[src/rtl/nn_pkg.sv]
// Shared types and defaults for the activation-output serializer.
// The state encoding is used by the top; the data typedef matches the default width.
package nn_pkg;

    localparam int NN_DATA_W = 8;

    typedef enum logic [1:0] {
        IDLE  = 2'd0,
        SHIFT = 2'd1,
        DONE  = 2'd2
    } ser_state_t;

    typedef logic [NN_DATA_W-1:0] nn_data_t;

endpackage

[src/rtl/nn_mux_n.sv]
// Combinational N_CH:1 channel select from a flat capture bank.
// An index beyond the last channel falls back to the top channel.
module nn_mux_n
    import nn_pkg::*;
#(
    parameter int DATA_W = NN_DATA_W,
    parameter int N_CH   = 16
) (
    input  logic [N_CH*DATA_W-1:0]                      data_in,
    input  logic [((N_CH > 1) ? $clog2(N_CH) : 1)-1:0] idx,
    output logic [DATA_W-1:0]                           data_out
);

    localparam int CNT_W = (N_CH > 1) ? $clog2(N_CH) : 1;

    always_comb begin
        // NOTE: the default assignment before the loop keeps this purely combinational (no latch).
        data_out = data_in[(N_CH-1)*DATA_W +: DATA_W];
        for (int k = 0; k < N_CH; k++) begin
            if (idx == CNT_W'(k)) begin
                data_out = data_in[k*DATA_W +: DATA_W];
            end
        end
    end

endmodule

[src/rtl/nn_out_serializer.sv]
// Captures one layer of N_CH activations in a single handshake and streams them
// one per cycle into the next layer's input FIFO, mirroring to memory on the last layer.
module nn_out_serializer
    import nn_pkg::*;
#(
    parameter int DATA_W = NN_DATA_W,
    parameter int N_CH   = 16,
    parameter int ADDR_W = 32
) (
    input  logic                                         clk,
    input  logic                                         reset_n,
    input  logic                                         load_valid,
    output logic                                         load_ready,
    input  logic [N_CH*DATA_W-1:0]                       load_data,
    input  logic [((N_CH > 1) ? $clog2(N_CH) : 1):0]    load_count,
    input  logic                                         last_layer,
    input  logic [ADDR_W-1:0]                            mem_base,
    input  logic                                         fifo_full,
    output logic                                         fifo_wr_en,
    output logic [DATA_W-1:0]                            fifo_wr_data,
    output logic                                         mem_we,
    output logic [ADDR_W-1:0]                            mem_addr,
    output logic [DATA_W-1:0]                            mem_wdata,
    output logic                                         busy,
    output logic                                         done
);

    localparam int CNT_W = (N_CH > 1) ? $clog2(N_CH) : 1;

    ser_state_t                state_q, state_d;
    logic [N_CH*DATA_W-1:0]    data_q,  data_d;
    logic [CNT_W:0]            count_q, count_d;
    logic [CNT_W-1:0]          idx_q,   idx_d;
    logic                      last_q,  last_d;
    logic [ADDR_W-1:0]         base_q,  base_d;

    logic [CNT_W:0]            count_clamped;
    logic [DATA_W-1:0]         sel_data;
    logic                      in_shift;
    logic                      write_now;

    nn_mux_n #(
        .DATA_W (DATA_W),
        .N_CH   (N_CH)
    ) u_mux (
        .data_in  (data_q),
        .idx      (idx_q),
        .data_out (sel_data)
    );

    assign count_clamped = (load_count > (CNT_W+1)'(N_CH)) ? (CNT_W+1)'(N_CH) : load_count;
    assign in_shift      = (state_q == SHIFT);
    assign write_now     = in_shift && !fifo_full;

    always_comb begin
        state_d = state_q;
        data_d  = data_q;
        count_d = count_q;
        idx_d   = idx_q;
        last_d  = last_q;
        base_d  = base_q;
        case (state_q)
            IDLE: begin
                if (load_valid) begin
                    data_d  = load_data;
                    count_d = count_clamped;
                    last_d  = last_layer;
                    base_d  = mem_base;
                    idx_d   = '0;
                    state_d = (count_clamped != '0) ? SHIFT : DONE;
                end
            end
            SHIFT: begin
                // A stalled cycle holds idx so no channel is dropped or repeated.
                if (write_now) begin
                    if ({1'b0, idx_q} == count_q - 1'b1) begin
                        state_d = DONE;
                    end else begin
                        idx_d = idx_q + 1'b1;
                    end
                end
            end
            DONE:    state_d = IDLE;
            default: state_d = IDLE;
        endcase
    end

    // NOTE: sequential state uses non-blocking assignments only; reset is asynchronous so an abort takes effect immediately.
    always_ff @(posedge clk or negedge reset_n) begin
        if (!reset_n) begin
            state_q <= IDLE;
            data_q  <= '0;
            count_q <= '0;
            idx_q   <= '0;
            last_q  <= 1'b0;
            base_q  <= '0;
        end else begin
            state_q <= state_d;
            data_q  <= data_d;
            count_q <= count_d;
            idx_q   <= idx_d;
            last_q  <= last_d;
            base_q  <= base_d;
        end
    end

    assign load_ready   = (state_q == IDLE);
    assign busy         = (state_q == SHIFT) || (state_q == DONE);
    assign done         = (state_q == DONE);
    assign fifo_wr_en   = write_now;
    assign mem_we       = write_now && last_q;
    assign fifo_wr_data = in_shift ? sel_data : '0;
    assign mem_wdata    = fifo_wr_data;
    assign mem_addr     = in_shift ? (base_q + ADDR_W'(idx_q)) : '0;

endmodule

[config.mk]
export PLATFORM = sky130hd
export DESIGN_NAME = nn_out_serializer
export DESIGN_NICKNAME = d
export VERILOG_FILES = /design/src/rtl/nn_pkg.sv /design/src/rtl/nn_mux_n.sv /design/src/rtl/nn_out_serializer.sv
export SDC_FILE = /design/constraint.sdc
export NUM_CORES = 1
export LEC_CHECK = 0
export BUFFER_PORTS_ARGS = -buffer_cell sky130_fd_sc_hd__buf_4
export CORE_MARGIN = 2
export CORE_UTILIZATION = 45
export CTS_BUF_LIST = sky130_fd_sc_hd__clkbuf_8
export CTS_CLUSTER_SIZE = 14
export DETAILED_ROUTE_END_ITERATION = 8
export PLACE_DENSITY = 0.68
export RECOVER_POWER = 50
export SLEW_MARGIN = 20
export SYNTH_ARGS = -nofsm -noshare
export SYNTH_HDL_FRONTEND = slang
export SYNTH_SLANG_ARGS = --single-unit
[constraint.sdc]
create_clock -name clk -period 5.8 [get_ports clk]
set_input_delay 0.58 -clock clk [delete_from_list [all_inputs] [get_ports clk]]
set_output_delay 0.58 -clock clk [all_outputs]
set_load 0.01 [all_outputs]
==> results of run 1 <==
## layer usage
| layer | vias up | track usage |
|---|---|---|
| met5 | - | 0 |
| met4 | 0 | 0.0956 |
| met3 | 54 | 0.0494 |
| met2 | 271 | 0.383 |
| met1 | 3548 | 0.323 |
| li1 | 3360 | - |
## synthesized netlist by cell type, types with 3 or more instances
library cell  number
o31ai_2            4
ha_1              12
a22oi_1           16
and2_1             8
nor3_1             7
and3_1             7
o311a_1            7
clkbuf_1          30
a221oi_2           5
inv_1             12
mux2_2           162
o21ai_1           15
a211oi_1          14
nand4_1            9
buf_4              8
buf_2             21
nand3_1           11
xor2_1            18
or3_1              5
xnor2_1           12
a221oi_1           5
o21ai_0           29
dfrtp_1          172
nand2_1           29
nor2b_1            8
nor3b_1            8
and4_1             5
nor2_1            66
o221ai_1           6
o21a_1             7
nand2b_1           9
o22ai_1           25
a21oi_1           34
a22o_1             3
buf_6              3
mux2i_1            5
## how the worst min path moves through the flow
stage          cells after the start                     end          startpoint
2_1_floorplan                      0   base_q[0]$_DFFE_PN0P_             reset_n
3_3_place_gp                       1      last_q$_DFFE_PN0P_  last_q$_DFFE_PN0P_
3_5_place_dp                       1      last_q$_DFFE_PN0P_  last_q$_DFFE_PN0P_
4_1_cts                            1   base_q[5]$_DFFE_PN0P_             reset_n
5_1_grt                            2  base_q[21]$_DFFE_PN0P_        mem_base[21]
6_report                           2  data_q[42]$_DFFE_PN0P_       load_data[42]
## sequential cells by signal (all words and copies together) (netlist names)
signal and cells:
idx_q 4, last_q 1, base_q 32, state_q 2
data_q 128, count_q 5
## power groups by stage
stage	combinational (mW)	sequential [mW]	clock, mW
floorplan	1.99	2.10	0
global placement	2.65	2.32	0
detailed placement	2.67	2.33	0
CTS	2.69	2.30	0.864
global route	2.95	2.39	0.921
finish	2.71	2.31	0.839
## kinds of logic after synthesis
family                   count (synthesis)  synth area share
AO/OA/AOI/OAI                          184             0.138
XOR/XNOR                                30            0.0287
adder cells (fa/ha/maj)                 13            0.0186
buffers and inverters                   78            0.0406
flip-flops                             172             0.470
multiplexers                           167             0.205
AND/OR/NAND/NOR                        181            0.0994
## layout make-up
cell class | instances | area [um^2]
timing repair buffer | 228 | 1710
sequential | 172 | 4300
clock inverter | 15 | 161
multi-input combinational | 575 | 4480
fill | 1802 | 8830
tap | 270 | 338
clock buffer | 17 | 234
inverter | 14 | 52.6
## metrics by stage
| stage | instance area (um^2) | setup slack, ns | utilization |
|---|---|---|---|
| floorplan | 9150 | 2.88 | - |
| global placement | 10900 | 2.12 | 0.542 |
| detailed placement | 10900 | 2.03 | 0.542 |
| CTS | 11300 | 1.47 | 0.562 |
| global route | 11300 | 1.14 | 0.561 |
| finish | 11300 | 1.45 | 0.561 |
==> impl_metrics.env, run 1 <==
export IMPL_grtUsageTotal=0.241
export IMPL_synth_seq_cells=172
export IMPL_grt_first_pass_wirelength_um=40500
export IMPL_vdd_drop_max_uv=255
export IMPL_path_depth=8
export IMPL_synthDistinctLibCells=59
export IMPL_grt_overflow=0
export IMPL_grt_max_degree=94
export IMPL_start_util=0.455
export IMPL_p_sw_mw=2.24
export IMPL_r2r_setup_slack_ns=1.58
export IMPL_wl_per_cell_um=19.6
export IMPL_reg2reg_depth=5
export IMPL_crit_required_ns=5.22
export IMPL_synth_edf_count=0
export IMPL_p_clk_frac=0.143
export IMPL_async_flop_share=1.00
export IMPL_remaining_drc_errors=0
export IMPL_gp_congestion=0.862
export IMPL_drtPass1Iterations=5
export IMPL_port_buffers=222
export IMPL_min_path_type="in2reg"
export IMPL_cts_sinks=172
export IMPL_finalHoldViolCount=0
export IMPL_met2_length_um=11900
export IMPL_htree_levels=4
export IMPL_syn_area_per_cell_um2=11.1
export IMPL_drtIter0Drc=449
export IMPL_crit_family="compound AO/OA/AOI/OAI gates"
export IMPL_fin_skew_ns=0.0150
export IMPL_num_rows=52
export IMPL_rsz0062_at_grt="false"
export IMPL_slowest_delay_ns=0.77
export IMPL_nNetsFinal=1191
export IMPL_reg2reg_to="data_q[53]$_DFFE_PN0P_"
export IMPL_fin_setup_tns_ns=0
export IMPL_worstSetupPathType="reg2out"
export IMPL_fin_crit_ns=4.35
export IMPL_outcome="finished, violations left"
export IMPL_switching_share=0.382
export IMPL_power_density_mw_per_mm2=520
export IMPL_syn_nets=1008
export IMPL_p_int_mw=3.62
export IMPL_dp_cells=1259
export IMPL_die_area_mm2=0.0215
export IMPL_worst_hold_slack_ns=0.331
export IMPL_grt_pass1_vias=7360
export IMPL_worstSetupStartpointType="flop"
export IMPL_post_dp_hpwl_um=18600
export IMPL_yosys_most_used_dff="dfrtp_1"
export IMPL_crit_path_max_fanout=27
export IMPL_antenna_found_initial=0
export IMPL_post_cts_resized=0
export IMPL_wl_um=25300
export IMPL_hold_buffers=0
export IMPL_drv_slew=135
export IMPL_synth_top_area_frac=0.470
export IMPL_die_width_um=147
export IMPL_crit_slowest_cell="ha_1"
export IMPL_cts_root_buf="clkbuf_8"
export IMPL_io_pin_count=223
export IMPL_synth_top_cell_by_area="dfrtp_1"
export IMPL_ys_warn_count=0
export IMPL_layout_common_cells="buf_4, dfrtp_1, mux2_2, nor2_1, a21oi_1"
export IMPL_routed_wl_met3_um=1630
export IMPL_met1Wirelength_um=10900
export IMPL_cap_violations=2
export IMPL_fin_cells=1291
export IMPL_synth_area_mm2=0.00915
export IMPL_cp_cell_sequence="inv_1, ha_1, nand2_1, o21ai_1, a211oi_1, o311a_1, a221oi_1, buf_4"
export IMPL_area_growth_pct=23.2
export IMPL_p_total_mw=5.86
export IMPL_synth_cells=825
export IMPL_clk_pin_slew_ns=0.11
export IMPL_r2r_start="state_q[0]$_DFFE_PN0P_"
export IMPL_clockBufferDepth=2
export IMPL_tightest_slew_ns=3.40
export IMPL_synth_area_top_cells="dfrtp_1, mux2_2, nor2_1, a21oi_1, xor2_1"
export IMPL_drive_gt1_frac=0.425
export IMPL_die_h_um=147
export IMPL_ant_nets=0
export IMPL_period_share=0.750
export IMPL_via_count=7233
export IMPL_cts_tree="done"
export IMPL_worstSetupEndpoint="fifo_wr_data[5]"
export IMPL_arrival_ns=3.77
export IMPL_synth_seq_area_share=0.470
export IMPL_end_kind="primary output"
export IMPL_post_cts_setup_buffer_count=0
export IMPL_p_comb_frac=0.462
export IMPL_mostFrequentLayoutCell="buf_4"
export IMPL_crit_start="idx_q[1]$_DFFE_PN0P_"
export IMPL_maxSlewHeadroom=-1.27
export IMPL_setup_viol=0
export IMPL_n_antenna_cell=0
export IMPL_max_clock_freq_mhz=230
export IMPL_leakagePower_nw=4.94
export IMPL_viasPerCell=5.60
export IMPL_core_mm2=0.0201
export IMPL_violations="max-capacitance violations, max-slew violations"
export IMPL_clk_latency_ns=0.47
export IMPL_top_layer_used="met4"
export IMPL_cts_buffers_inserted=17
export IMPL_path_buf_inv=2
export IMPL_power_frac_seq=0.395
No activity file was read; power rests on OpenSTA's default activity.
==> inputs of run 2 (changes only) <==
Clock period 5.8 ns to 4.4 ns, I/O delays scaled along.
==> run 2 against run 1 <==
The run still ends with max-capacitance violations, max-slew violations left. Global-route usage rose by 0.22 points. Die area did not move. Clock skew fell by 0.0036 ns. Register-to-register slack got worse by 0.77 ns. Final cell count rose by 0.39%. Cell area rose by 0.57%. Clock power rose by 36%. Flip-flop and latch count did not move. Routed wire length rose by 2.6%.
==> impl_metrics.env, run 2 (synthesis gave the netlist of run 1 again) <==
export IMPL_drive_gt1_frac=0.430
export IMPL_setup_viol=0
export IMPL_n_antenna_cell=0
export IMPL_drtPass1Iterations=5
export IMPL_r2r_start="state_q[0]$_DFFE_PN0P_"
export IMPL_top_regs="data_q (128), base_q (32), count_q (5)"
export IMPL_switching_share=0.381
export IMPL_grt_pass1_vias=7363
export IMPL_cts_tree="done"
export IMPL_p_int_mw=4.81
export IMPL_wl_um=25900
export IMPL_port_buffers=222
export IMPL_grtUsageTotal=0.243
export IMPL_grt_max_degree=103
export IMPL_p_comb_frac=0.462
export IMPL_core_mm2=0.0201
export IMPL_outcome="finished, violations left"
export IMPL_hp_start="load_data[24]"
export IMPL_post_dp_hpwl_um=19400
export IMPL_wl_per_cell_um=20.0
export IMPL_crit_start="idx_q[0]$_DFFE_PN0P_"
export IMPL_die_h_um=147
export IMPL_area_growth_pct=23.9
export IMPL_layout_setup_ws_ns=0.320
export IMPL_fin_crit_ns=4.08
export IMPL_p_sw_mw=2.96
export IMPL_drv_slew=161
export IMPL_cts_buffers_inserted=17
export IMPL_htree_levels=4
export IMPL_cts_root_buf="clkbuf_8"
export IMPL_max_clock_freq_mhz=245
export IMPL_power_density_mw_per_mm2=685
export IMPL_layout_common_cells="buf_4, dfrtp_1, mux2_2, nor2_1, a21oi_1"
export IMPL_worst_hold_slack_ns=0.198
export IMPL_leakagePower_nw=4.96
export IMPL_via_count=7213
export IMPL_grt_first_pass_wirelength_um=40400
export IMPL_tightest_slew_ns=2.63
export IMPL_place_ws_ns=0.840
export IMPL_worstSetupPathType="reg2out"
export IMPL_start_util=0.455
export IMPL_hold_buffers=0
export IMPL_crit_required_ns=3.96
export IMPL_grt_overflow=0
export IMPL_viasPerCell=5.57
export IMPL_post_cts_setup_buffer_count=0
export IMPL_period_share=0.927
export IMPL_die_area_mm2=0.0215
export IMPL_violations="max-capacitance violations, max-slew violations"
export IMPL_fin_skew_ns=0.0114
export IMPL_vdd_drop_max_uv=305
export IMPL_maxSlewHeadroom=-0.754
export IMPL_die_width_um=147
export IMPL_worstSetupStartpointType="flop"
export IMPL_remaining_drc_errors=0
export IMPL_p_total_mw=7.76
export IMPL_clk_latency_ns=0.46
export IMPL_io_pin_count=223
export IMPL_crit_path_max_fanout=23
export IMPL_cts_sinks=172
export IMPL_finalHoldViolCount=0
export IMPL_mostFrequentLayoutCell="buf_4"
export IMPL_largest_register_ffs=128
export IMPL_fin_setup_tns_ns=0
export IMPL_drtIter0Drc=454
export IMPL_nNetsFinal=1197
export IMPL_clockBufferDepth=2
export IMPL_cap_violations=2
export IMPL_rsz0062_at_grt="false"
export IMPL_num_rows=52
export IMPL_end_kind="primary output"
export IMPL_antenna_found_initial=0
export IMPL_regMostFlops="data_q"
export IMPL_gp_congestion=0.876
export IMPL_post_cts_resized=0
export IMPL_clk_pin_slew_ns=0.10
export IMPL_arrival_ns=3.64
export IMPL_power_frac_seq=0.391
export IMPL_min_path_type="in2reg"
export IMPL_ant_nets=0
export IMPL_p_clk_frac=0.147
-- run 2: per-stage QoR --
step / cell area [um^2] / instances / utilization
floorplan: 9150 / 825 / -
finish: 11300 / 1296 / 0.564
global route: 11300 / 1296 / 0.564
CTS: 11400 / 1296 / 0.565
global placement: 11000 / 1265 / 0.545
detailed placement: 11000 / 1265 / 0.545
-- run 2: cell type report --
cell class,instances,area [um^2]
Fill cell,1811,8770
Timing Repair Buffer,234,1770
Tap cell,270,338
Sequential cell,172,4300
Inverter,14,52.6
Clock buffer,17,234
Multi-Input combinational cell,575,4480
Clock inverter,14,163
-- run 2: worst max-delay path, cell delays in order, from the launching register on --
cell	delay [ns]
dfrtp_1	0.49
inv_1	0.16
ha_1	0.76
nand3b_1	0.13
nor2_1	0.45
a22oi_1	0.23
o21a_1	0.21
o311a_1	0.18
a221oi_2	0.36
buf_4	0.20
-- run 2: metal layers --
layer  up-vias  global-route usage  routed length (um)
met2       265               0.408               12500
met5         -                   0                   0
met3        37              0.0375                1270
met4         0              0.0806                 631
met1      3529               0.322               11500
li1       3382                   -                   -
-- run 2: path summary, 6_finish.rpt --
path | end | slack, ns | depth (start not counted)
max | mem_wdata[1] | 0.32 | 9
min | data_q[24]$_DFFE_PN0P_ | 0.20 | 2
max reg2reg | data_q[37]$_DFFE_PN0P_ | 0.81 | 5
min reg2reg | data_q[87]$_DFFE_PN0P_ | 0.52 | 1
max in group asynchronous | data_q[111]$_DFFE_PN0P_ | 2.08 | 1
min in group asynchronous | state_q[0]$_DFFE_PN0P_ | 0.76 | 1
-- run 2: power groups by stage --
stage | Combinational, mW | Clock [mW] | Sequential [mW]
final | 3.59 | 1.14 | 3.03
after global routing | 3.89 | 1.24 | 3.13
after CTS | 3.59 | 1.17 | 3.03
after detailed placement | 3.57 | 0 | 3.06
after global placement | 3.53 | 0 | 3.05
after floorplan | 2.62 | 0 | 2.77
==> inputs of run 3 (changes only) <==
Settings changed: CORE_MARGIN 2 to not set.
==> run 3 against run 2 <==
The flow still finishes with violations (max-capacitance violations, max-slew violations). Clock skew grew 0.0010 ns. Routed wire length decreased by 1.4%. Via count is 1.2% higher. Sequential share of layout area is 0.097 points higher. Power rose by 0.27%. Core utilization rose by 0.96 points. Flip-flop and latch count unchanged. Final cell count decreased by 0.39%. Count of clock-buffer cells in the layout grew 1. Global-route usage increased by 0.88 points. Critical endpoint is now fifo_wr_data[4]. Largest cell class unchanged.
==> impl_metrics.env, run 3 (synthesis gave the netlist of run 1 again) <==
export IMPL_post_dp_hpwl_um=18800
export IMPL_finalHoldViolCount=0
export IMPL_ant_nets=0
export IMPL_setup_viol=0
export IMPL_core_mm2=0.0197
export IMPL_arrival_ns=3.64
export IMPL_antenna_found_initial=0
export IMPL_max_clock_freq_mhz=245
export IMPL_drv_slew=159
export IMPL_area_growth_pct=23.6
export IMPL_rsz0062_at_grt="false"
export IMPL_regMostFlops="data_q"
export IMPL_tightest_slew_ns=2.10
export IMPL_cts_root_buf="clkbuf_8"
export IMPL_io_pin_count=223
export IMPL_vdd_drop_max_uv=343
export IMPL_grtUsageTotal=0.252
export IMPL_fin_crit_ns=4.08
export IMPL_postPlaceCellArea_mm2=0.0109
export IMPL_largest_register_ffs=128
export IMPL_cts_tree="done"
export IMPL_place_ws_ns=0.787
export IMPL_via_count=7298
export IMPL_violations="max-capacitance violations, max-slew violations"
export IMPL_period_share=0.926
export IMPL_grt_first_pass_wirelength_um=39200
export IMPL_leakagePower_nw=4.97
export IMPL_cts_buffers_inserted=17
export IMPL_grt_overflow=0
export IMPL_port_buffers=222
export IMPL_gp_congestion=0.988
export IMPL_htree_levels=4
export IMPL_start_util=0.464
export IMPL_crit_path_max_fanout=24
export IMPL_mostFrequentLayoutCell="buf_4"
export IMPL_min_path_type="in2reg"
export IMPL_num_rows=51
export IMPL_die_area_mm2=0.0209
export IMPL_fin_setup_tns_ns=0
export IMPL_cts_sinks=172
export IMPL_layout_setup_ws_ns=0.323
export IMPL_outcome="finished, violations left"
export IMPL_fin_skew_ns=0.0124
export IMPL_drtPass1Iterations=5
export IMPL_layout_common_cells="buf_4, dfrtp_1, mux2_2, nor2_1, a21oi_1"
export IMPL_clk_pin_slew_ns=0.10
export IMPL_drive_gt1_frac=0.431
export IMPL_clk_latency_ns=0.46
export IMPL_final_area_mm2=0.0113
export IMPL_worstSetupStartpointType="flop"
export IMPL_wl_um=25600
export IMPL_clockBufferDepth=2
export IMPL_n_antenna_cell=0
export IMPL_drtIter0Drc=608
export IMPL_grt_pass1_vias=7120
export IMPL_top_regs="data_q (128), base_q (32), count_q (5)"
export IMPL_maxSlewHeadroom=-0.400
export IMPL_crit_required_ns=3.96
export IMPL_remaining_drc_errors=0
export IMPL_viasPerCell=5.65
export IMPL_grt_max_degree=92
export IMPL_power_density_mw_per_mm2=688
export IMPL_end_kind="primary output"
export IMPL_die_width_um=145
export IMPL_fin_util=0.574
export IMPL_wl_per_cell_um=19.8
export IMPL_fin_cells=1291
export IMPL_die_h_um=145
export IMPL_dp_cells=1259
export IMPL_cap_violations=2
export IMPL_nNetsFinal=1196
export IMPL_worstSetupPathType="reg2out"
==> run 3: cell types whose count changed in the layout (fill, tap and decap cells not counted) <==
cell	before	now
nor2b_1	8	7
clkinv_4	4	1
clkbuf_1	3	2
inv_6	3	5
clkbuf_8	17	18
buf_12	2	1
clkinv_2	0	3
nor2b_2	1	2
inv_8	2	0
inv_1	13	14
clkbuf_2	1	2
clkinvlp_4	2	1
==> run 3: critical path, stage by stage (launching register included) <==
cell and delay, ns:
dfrtp_1 0.48, inv_1 0.16, ha_1 0.78, nand3b_1 0.14, nor2_1 0.39, a22oi_1 0.20
o21a_1 0.16, o311a_1 0.12, a221oi_1 0.51, buf_4 0.23
==> run 3: area by class of cell <==
type                            count  area (um^2)
Fill cell                        1733         8410
Timing Repair Buffer              233         1750
Tap cell                          265          332
Inverter                           14         52.6
Multi-Input combinational cell    575         4480
Clock buffer                       18          248
Clock inverter                     14          143
Sequential cell                   172         4300
==> run 3: metrics by stage <==
step	hold slack [ns]	total power [mW]
5_1_grt	0.163	8.30
6_report	0.203	7.78
3_5_place_dp	0.485	6.65
2_1_floorplan	0.144	5.39
4_1_cts	0.0149	7.80
3_3_place_gp	0.480	6.60
==> run 3: what timing repair did <==
item,CTS,global route
hold buffers,0,0
setup endpoints to repair,0,2
buffers inserted,0,0
resized for setup,0,2
==> run 3: final timing paths <==
path                                           endpoint  cells after the start  slack [ns]              startpoint
worst max-delay path                    fifo_wr_data[4]                      9        0.32    idx_q[0]$_DFFE_PN0P_
worst min-delay path             data_q[37]$_DFFE_PN0P_                      2        0.20           load_data[37]
worst max register to register   data_q[70]$_DFFE_PN0P_                      5        1.01  state_q[0]$_DFFE_PN0P_
worst min register to register       last_q$_DFFE_PN0P_                      1        0.50      last_q$_DFFE_PN0P_
max in group asynchronous       data_q[124]$_DFFE_PN0P_                      2        2.51                 reset_n
min in group asynchronous        data_q[28]$_DFFE_PN0P_                      1        0.55                 reset_n
==> run 3: metal layers <==
layer	global-route usage	share of wire	vias up	routed length [um]
li1	-	-	3374	-
met1	0.347	0.45	3577	11500
met2	0.395	0.46	309	11900
met3	0.0490	0.064	38	1640
met4	0.0848	0.023	0	580
met5	0	0	-	0
==> run 3: report_power, final <==
group | internal (mW) | switching [mW]
logic | 1.90 | 1.69
registers | 2.38 | 0.683
clock network | 0.523 | 0.601
